==> src/rtl/memsync_arbiter.sv <==
// memsync_arbiter: round-robin owner of the shared host-memory row-transfer channel.
// Grants one bank's cache sync at a time and stalls the memory model while any sync is pending.
//
// state   | meaning
// IDLE    | no grant; searching req upward from ptr+1
// ISSUE   | xfer_valid high for the granted bank, waiting for xfer_ready or withdrawal
// WAIT    | transfer accepted, sync held until xfer_done
// RELEASE | sync dropped for one cycle so the bank can clear its req
module memsync_arbiter #(
    parameter int BGWIDTH   = 2,
    parameter int BAWIDTH   = 2,
    parameter int ADDRWIDTH = 17,
    parameter int CNTWIDTH  = 16,
    localparam int IDXW     = BGWIDTH + BAWIDTH,
    localparam int BANKS    = 2 ** IDXW
) (
    input  logic                       clk,
    input  logic                       reset_n,
    input  logic [BANKS-1:0]           req,
    input  logic [BANKS*ADDRWIDTH-1:0] req_row,
    output logic [BANKS-1:0]           sync,
    output logic                       xfer_valid,
    output logic [BGWIDTH-1:0]         xfer_bg,
    output logic [BAWIDTH-1:0]         xfer_ba,
    output logic [ADDRWIDTH-1:0]       xfer_row,
    input  logic                       xfer_ready,
    input  logic                       xfer_done,
    output logic                       busy,
    output logic                       stall,
    output logic [CNTWIDTH-1:0]        sync_count
);

    localparam logic [1:0] IDLE    = 2'd0;
    localparam logic [1:0] ISSUE   = 2'd1;
    localparam logic [1:0] WAIT    = 2'd2;
    localparam logic [1:0] RELEASE = 2'd3;

    logic [1:0]           state;
    logic [IDXW-1:0]      gidx;
    logic [IDXW-1:0]      ptr;
    logic [ADDRWIDTH-1:0] row_q;
    logic [CNTWIDTH-1:0]  cnt;

    logic                 found;
    logic [IDXW-1:0]      pick;
    logic [IDXW-1:0]      cand;
    logic                 granted;

    // Search starts just past the last serviced bank; BANKS is a power of two so the add wraps.
    always_comb begin
        found = 1'b0;
        pick  = ptr;
        cand  = ptr;
        for (int k = 1; k <= BANKS; k++) begin
            cand = ptr + k[IDXW-1:0];
            if (!found && req[cand]) begin
                found = 1'b1;
                pick  = cand;
            end
        end
    end

    always_ff @(posedge clk) begin
        if (!reset_n) begin
            state <= IDLE;
            ptr   <= '1;
            gidx  <= '0;
            row_q <= '0;
            cnt   <= '0;
        end else begin
            case (state)
                IDLE: begin
                    if (found) begin
                        gidx  <= pick;
                        row_q <= req_row[pick*ADDRWIDTH +: ADDRWIDTH];
                        state <= ISSUE;
                    end
                end
                ISSUE: begin
                    // Acceptance wins over a same-cycle withdrawal; an abort keeps ptr so the search repeats.
                    if (xfer_ready) begin
                        state <= WAIT;
                    end else if (!req[gidx]) begin
                        state <= IDLE;
                    end
                end
                WAIT: begin
                    if (xfer_done) begin
                        state <= RELEASE;
                        if (cnt != '1) begin
                            cnt <= cnt + 1'b1;
                        end
                    end
                end
                RELEASE: begin
                    ptr   <= gidx;
                    state <= IDLE;
                end
                default: state <= IDLE;
            endcase
        end
    end

    assign granted = (state == ISSUE) || (state == WAIT);

    always_comb begin
        sync = '0;
        if (granted) begin
            sync[gidx] = 1'b1;
        end
    end

    assign xfer_valid = (state == ISSUE);
    assign xfer_bg    = gidx[IDXW-1:BAWIDTH];
    assign xfer_ba    = gidx[BAWIDTH-1:0];
    assign xfer_row   = row_q;
    assign busy       = (state != IDLE);
    assign stall      = (|req) || busy;
    assign sync_count = cnt;

endmodule

==> config.mk <==
export PLATFORM = sky130hd
export DESIGN_NAME = memsync_arbiter
export DESIGN_NICKNAME = d
export VERILOG_FILES = /design/src/rtl/memsync_arbiter.sv
export SDC_FILE = /design/constraint.sdc
export NUM_CORES = 1
export LEC_CHECK = 0
export CAP_MARGIN = 30
export CORE_MARGIN = 4
export CORE_UTILIZATION = 42
export CTS_CLUSTER_SIZE = 12
export DETAILED_ROUTE_END_ITERATION = 8
export HOLD_SLACK_MARGIN = 0.05
export MAX_ROUTING_LAYER = met4
export PLACE_DENSITY = 0.83
export SLEW_MARGIN = 20
export SYNTH_ARGS = -nofsm -noshare
export SYNTH_HDL_FRONTEND = slang
export SYNTH_SLANG_ARGS = --single-unit
==> constraint.sdc <==
create_clock -name clk -period 6.64 [get_ports clk]
set_input_delay 0.664 -clock clk [delete_from_list [all_inputs] [get_ports clk]]
set_output_delay 0.664 -clock clk [all_outputs]
set_load 0.05 [all_outputs]
==> results.cfg, run 1 <==
[floorplanning]
fp.dieH_um = 137
start_util = 0.433
die_area_um2 = 18700
die_w_um = 137
io-pin-count = 348
core_um2 = 16100
rows = 46

[power]
ir_drop_v = 0.000133
p_leak_uw = 0.00402
power_density_nw_per_um2 = 194

[timing]
fmax_mhz = 176
finalCritPeriodShare = 0.854
hold_violations = 0
tightest_slew_ns = 0.962
finalClockSkew_ns = 0.00815
maxSlewViolCount = 0
max-slew-margin-rel = 0.357
setup_viol = 0
fin_crit_ns = 5.67
tns_ns = 0
rsz0062_at_grt = no

[detailed_routing]
drt-initial-drc-count = 624
routed_wl_mm = 30.7
ant_nets = 0
routed_via_density = 5.99
via_count = 7950
drtPass1Iterations = 5
drcViolationCount = 0
wire_per_inst_um = 23.2

[logic_synthesis]
yosysUniqueCellTypes = 73
synth-main-ff-cell = dfxtp_1
async_reset_ff_frac = 0
yosysWarnings = 0
yosysTopAreaCellShare = 0.180
synth_fp_nets = 1099
syn_inst = 793
synth_area_um2 = 6950
syn_area_per_cell_um2 = 8.77
synth-seq-cells = 43
synth_common_cells = 125 x mux2i_1, 58 x nand2_1, 53 x a211oi_1
synth-edff-count = 0
synth_most_common_cell = mux2i_1
ys_seq_area_frac = 0.124
yosys-top-cells-area = mux2i_1 18%, dfxtp_1 12%, mux4_2 12%, mux2_2 7.8%, a211oi_1 5.7%
synth_top_area_cell = mux2i_1

[critical_path]
critPathKind = flop to flop
cp.required_ns = 6.87
arrival_ns = 5.90
start_kind = flop
cp-end-kind = flop
critical_path.max_fanout = 16

[clocking]
cts-root-buf = clkbuf_16
clk_path_buf_depth = 2
post_cts_buffers = 0
insertion_delay_ns = 0.29
cts_num_sinks = 43
cts-htree-levels = 2
cts-resized-gates = 0
cts_buffers = 5
cts_hold_buf = 0
clk_pin_slew_ns = 0.06
cts_tree = done

[global_routing]
grt_pass1_wl_mm = 45.3
antenna_found_initial = 4
grtUsageTotal = 0.325
grt_pass1_vias = 7794
gr-total-overflow = 0
grt_start_max_net_pins = 58

[final_layout]
final_nets = 1413
fillers = 1306
area_delta_synth_final_pct = 54.5
layout-drive-gt1-share = 0.120
multi_input_area_um2 = 5730
final_util = 0.669
regArea_um2 = 861

[min_path]
hold_class = flop to flop

[placed_design]
hpwlAfterDp_mm = 25.4
gp_congestion = 1.06
portBuffers = 347

[run_status]
outcome = completed

[flow_run]
drv_cap = 0
stage by stage:
step	hold WS (ns)	total power [µW]	cells	cell area, µm²	setup slack, ns
2_1_floorplan	0.507	1300	793	6950	1.46
3_3_place_gp	0.438	1820	1314	10600	1.05
3_5_place_dp	0.444	1820	1314	10600	1.01
4_1_cts	0.452	2070	1322	10700	1.03
5_1_grt	0.463	2190	1328	10700	0.542
6_report	0.453	2080	1328	10700	0.967
worst max-delay path: stages (launching register included):
cell,delay (ns)
dfxtp_1,0.32
inv_1,0.13
ha_1,0.79
mux4_2,0.62
mux2i_1,0.28
mux2_2,0.28
nor4bb_1,0.29
buf_4,0.21
nand2_1,0.07
a2111oi_0,0.52
a32oi_1,0.26
a32oi_4,0.59
buf_4,0.30
buf_4,0.24
a211oi_1,0.06
a21oi_1,0.36
o221ai_1,0.16
nand2_1,0.10
power breakdown:
group / total, µW / internal, µW / switching (µW)
logic: 1470 / 658 / 816
clock network: 245 / 139 / 106
registers: 360 / 311 / 49.0
flip-flops by register name, summed over array words and instances (netlist names), named ones only:
name	count
sync_count	16
state	1
xfer_row	17
ptr	4
gidx	4
metal layers:
metal | vias to the layer above | global-route usage | wire, µm
met5 | - | - | 0
met1 | 3738 | 0.382 | 11300
met3 | 77 | 0.0397 | 2030
met4 | 0 | 0.114 | 1330
met2 | 432 | 0.571 | 16000
li1 | 3703 | - | -
final timing paths:
check	startpoint	end	slack [ns]	depth (start not counted)
worst max-delay path	ptr[0]$_SDFFE_PN1N_	xfer_row[4]$_SDFFE_PN0P_	0.97	17
worst min-delay path	xfer_row[1]$_SDFFE_PN0P_	xfer_row[1]$_SDFFE_PN0P_	0.45	2
worst max register to register	ptr[0]$_SDFFE_PN1N_	xfer_row[4]$_SDFFE_PN0P_	0.97	17
worst min register to register	xfer_row[1]$_SDFFE_PN0P_	xfer_row[1]$_SDFFE_PN0P_	0.45	2
area by class of cell:
| type | instances | area share |
|---|---|---|
| well taps | 216 | 0.0252 |
| diodes | 4 | 0.000932 |
| clock inverters | 3 | 0.00186 |
| repair buffers | 368 | 0.343 |
| multi-input cells | 677 | 0.533 |
| flip-flops and latches | 43 | 0.0801 |
| inverters | 12 | 0.00419 |
| clock buffers | 5 | 0.0116 |
kinds of logic (layout without fill, tap and decap cells):
| family | after synthesis | count (layout) | synth area share |
|---|---|---|---|
| flip-flops | 43 | 43 | 0.124 |
| AND/OR/NAND/NOR | 236 | 236 | 0.181 |
| other | 0 | 4 | 0 |
| XOR/XNOR | 28 | 28 | 0.0380 |
| multiplexers | 213 | 213 | 0.385 |
| AO/OA/AOI/OAI | 186 | 186 | 0.192 |
| adder cells (fa/ha/maj) | 14 | 14 | 0.0252 |
| buffers and inverters | 73 | 388 | 0.0560 |
cells in the final DEF (no fill, tap or decap), types with 3 or more instances in the layout:
cell	Yosys	layout
nor2_1	32	32
buf_4	12	16
a32oi_1	5	4
diode_2	0	4
nand3_1	31	31
a22oi_1	18	18
xnor2_1	20	20
ha_1	14	14
buf_12	0	4
or2_2	3	3
mux4_2	37	37
inv_1	10	10
nor3_1	8	8
clkdlybuf4s50_1	0	347
dfxtp_1	43	43
and2_1	20	20
o31ai_1	3	3
and4_1	3	3
mux2_2	48	48
o21ai_0	14	14
mux2i_1	125	125
and3_1	6	6
a211oi_1	53	53
nor2b_1	40	40
a21oi_1	36	36
a21boi_0	3	3
nand2b_1	10	10
nor3_2	3	3
nand4_1	4	4
clkbuf_16	0	5
o211ai_1	5	5
nand3b_1	5	5
o221ai_1	17	17
a31oi_1	5	4
xor2_1	7	7
nor4_1	4	4
nand2_1	58	58
(Power assumes the default switching activity.)
==> run 2, diff against run 1 <==
--- a/config.mk
+++ b/config.mk
@@ -6,13 +6,15 @@
 export NUM_CORES = 1
 export LEC_CHECK = 0
 export CAP_MARGIN = 30
+export CELL_PAD_IN_SITES_DETAIL_PLACEMENT = 1
+export CELL_PAD_IN_SITES_GLOBAL_PLACEMENT = 1
 export CORE_MARGIN = 4
-export CORE_UTILIZATION = 42
-export CTS_CLUSTER_SIZE = 12
+export CORE_UTILIZATION = 32
+export CTS_CLUSTER_SIZE = 20
 export DETAILED_ROUTE_END_ITERATION = 8
 export HOLD_SLACK_MARGIN = 0.05
 export MAX_ROUTING_LAYER = met4
-export PLACE_DENSITY = 0.83
+export PLACE_DENSITY_LB_ADDON = 0.1
 export SLEW_MARGIN = 20
 export SYNTH_ARGS = -nofsm -noshare
 export SYNTH_HDL_FRONTEND = slang
==> constraint.sdc (replaced) <==
create_clock -name clk -period 6.6 [get_ports clk]
set_input_delay 0.66 -clock clk [delete_from_list [all_inputs] [get_ports clk]]
set_output_delay 0.66 -clock clk [all_outputs]
set_load 0.05 [all_outputs]
==> run 2 against run 1 <==
Net effect:
- sequential power up 1%
- power is 2.7% higher
- clock power is 20% higher
- wire length rose by 7.8%
- flip-flop and latch count stayed put
- sequential share of layout area shrank 0.055 points
- hold slack better by 0.0035 ns
- combinational power is essentially flat
- clock skew is 0.0016 ns lower
- cell area rose by 0.69%
- via count is 3.4% lower
- largest cell class unchanged
==> results.cfg, run 2 (same netlist as run 1, synthesis figures left out) <==
[run_status]
outcome = completed

[timing]
tightest_slew_ns = 0.949
fin_crit_ns = 5.76
maxSlewViolCount = 0
hold_violations = 0
finalClockSkew_ns = 0.00657
finalCritPeriodShare = 0.873
rsz0062_at_grt = no
setup_viol = 0
fmax_mhz = 173
max-slew-margin-rel = 0.366
tns_ns = 0

[detailed_routing]
routed_via_density = 5.54
via_count = 7678
drtPass1Iterations = 4
wire_per_inst_um = 23.9
ant_nets = 0
drt-initial-drc-count = 455
drcViolationCount = 0
routed_wl_mm = 33.1

[critical_path]
arrival_ns = 6.00
start_kind = flop
cp.required_ns = 6.83
critical_path.max_fanout = 73
critPathKind = flop to flop
cp-end-kind = flop

[clocking]
insertion_delay_ns = 0.29
cts_buffers = 5
cts-root-buf = clkbuf_16
cts_tree = done
cts_hold_buf = 0
cts-htree-levels = 2
cts_num_sinks = 43
clk_path_buf_depth = 2
clk_pin_slew_ns = 0.06
post_cts_buffers = 0
cts-resized-gates = 0

[power]
power.switching_uw = 986
ir_drop_v = 0.000136
power_density_nw_per_um2 = 197
internal-power_uw = 1150
swShare = 0.461
p_leak_uw = 0.00402
comb_power_share = 0.692
clkPwrFrac = 0.138
power.total_uw = 2140
p_seq_frac = 0.171

[global_routing]
gr-total-overflow = 0
grt_start_max_net_pins = 91
antenna_found_initial = 9
grtUsageTotal = 0.267
grt_pass1_wl_mm = 48.8
grt_pass1_vias = 7939

[floorplanning]
core_um2 = 21200
fp.dieH_um = 155
die_w_um = 155
start_util = 0.328
rows = 53
io-pin-count = 348
die_area_um2 = 24200

[flow_run]
drv_cap = 0

[final_layout]
layout_commonest_cell = clkdlybuf4s50_1
mostFrequentLayoutCells = 347 x clkdlybuf4s50_1, 125 x mux2i_1, 58 x nand2_1, 53 x a211oi_1, 48 x mux2_2
area_delta_synth_final_pct = 55.6
layout-drive-gt1-share = 0.116
final_nets = 1408
largest_reg_flops = 17

[placed_design]
portBuffers = 347
hpwlAfterDp_mm = 27.4
gp_congestion = 0.918

[min_path]
hold_class = flop to flop
[run 2: cell count changes in the layout (fill, tap and decap cells not counted), sizes merged]
cell	change
buf	-5
bufinv	+1
clkbuf	+1
clkinvlp	-2
diode	+5
[run 2: cell type report]
cell class	count	area [µm²]
multi-input cells	677	5730
fillers	2463	10400
clock buffers	6	139
clock inverters	2	35.0
inverters	12	45.0
flip-flops and latches	43	861
diodes	9	22.5
repair buffers	363	3640
well taps	275	344
[run 2: metal layers]
layer | track usage | part of all wire | vias up
met5 | - | 0 | -
li1 | - | - | 3694
met2 | 0.475 | 0.53 | 288
met3 | 0.0609 | 0.077 | 31
met1 | 0.310 | 0.38 | 3665
met4 | 0.0488 | 0.017 | 0
[run 2: critical path, cell delays in order, from the launching register on]
cell	delay, ns
dfxtp_1	0.33
inv_1	0.13
ha_1	0.84
mux4_2	0.65
mux2i_1	0.31
mux2i_1	0.14
buf_4	0.20
nor2_1	0.39
nand4_2	0.27
nor2_1	0.31
a32oi_1	0.14
a32oi_4	0.53
buf_12	0.24
buf_12	0.29
a211oi_1	0.08
a211oi_1	0.48
o221ai_1	0.22
nand2_1	0.11
[run 2: worst paths after layout]
path,start,end,slack (ns),cells past startpoint
min,xfer_row[1]$_SDFFE_PN0P_,xfer_row[1]$_SDFFE_PN0P_,0.46,2
max reg2reg,ptr[0]$_SDFFE_PN1N_,xfer_row[5]$_SDFFE_PN0P_,0.84,17
max,ptr[0]$_SDFFE_PN1N_,xfer_row[5]$_SDFFE_PN0P_,0.84,17
min reg2reg,xfer_row[1]$_SDFFE_PN0P_,xfer_row[1]$_SDFFE_PN0P_,0.46,2
[run 2: per-stage QoR]
| stage | setup WS [ns] | instance area, µm² | utilization | instances | hold slack (ns) |
|---|---|---|---|---|---|
| final | 0.836 | 10800 | 0.510 | 1387 | 0.456 |
| after detailed placement | 0.851 | 10600 | 0.501 | 1370 | 0.444 |
| after CTS | 0.862 | 10800 | 0.509 | 1378 | 0.456 |
| after global routing | 0.451 | 10800 | 0.510 | 1387 | 0.470 |
| after global placement | 0.946 | 10600 | 0.501 | 1370 | 0.440 |
| after floorplan | 1.42 | 6950 | - | 793 | 0.507 |
[run 2: power by group through the flow]
stage          Clock (µW)  Combinational [µW]  Sequential (µW)
5_1_grt               308                1580              370
6_report              294                1480              364
2_1_floorplan           0                 781              522
3_3_place_gp            0                1470              370
3_5_place_dp            0                1480              370
4_1_cts               300                1490              364
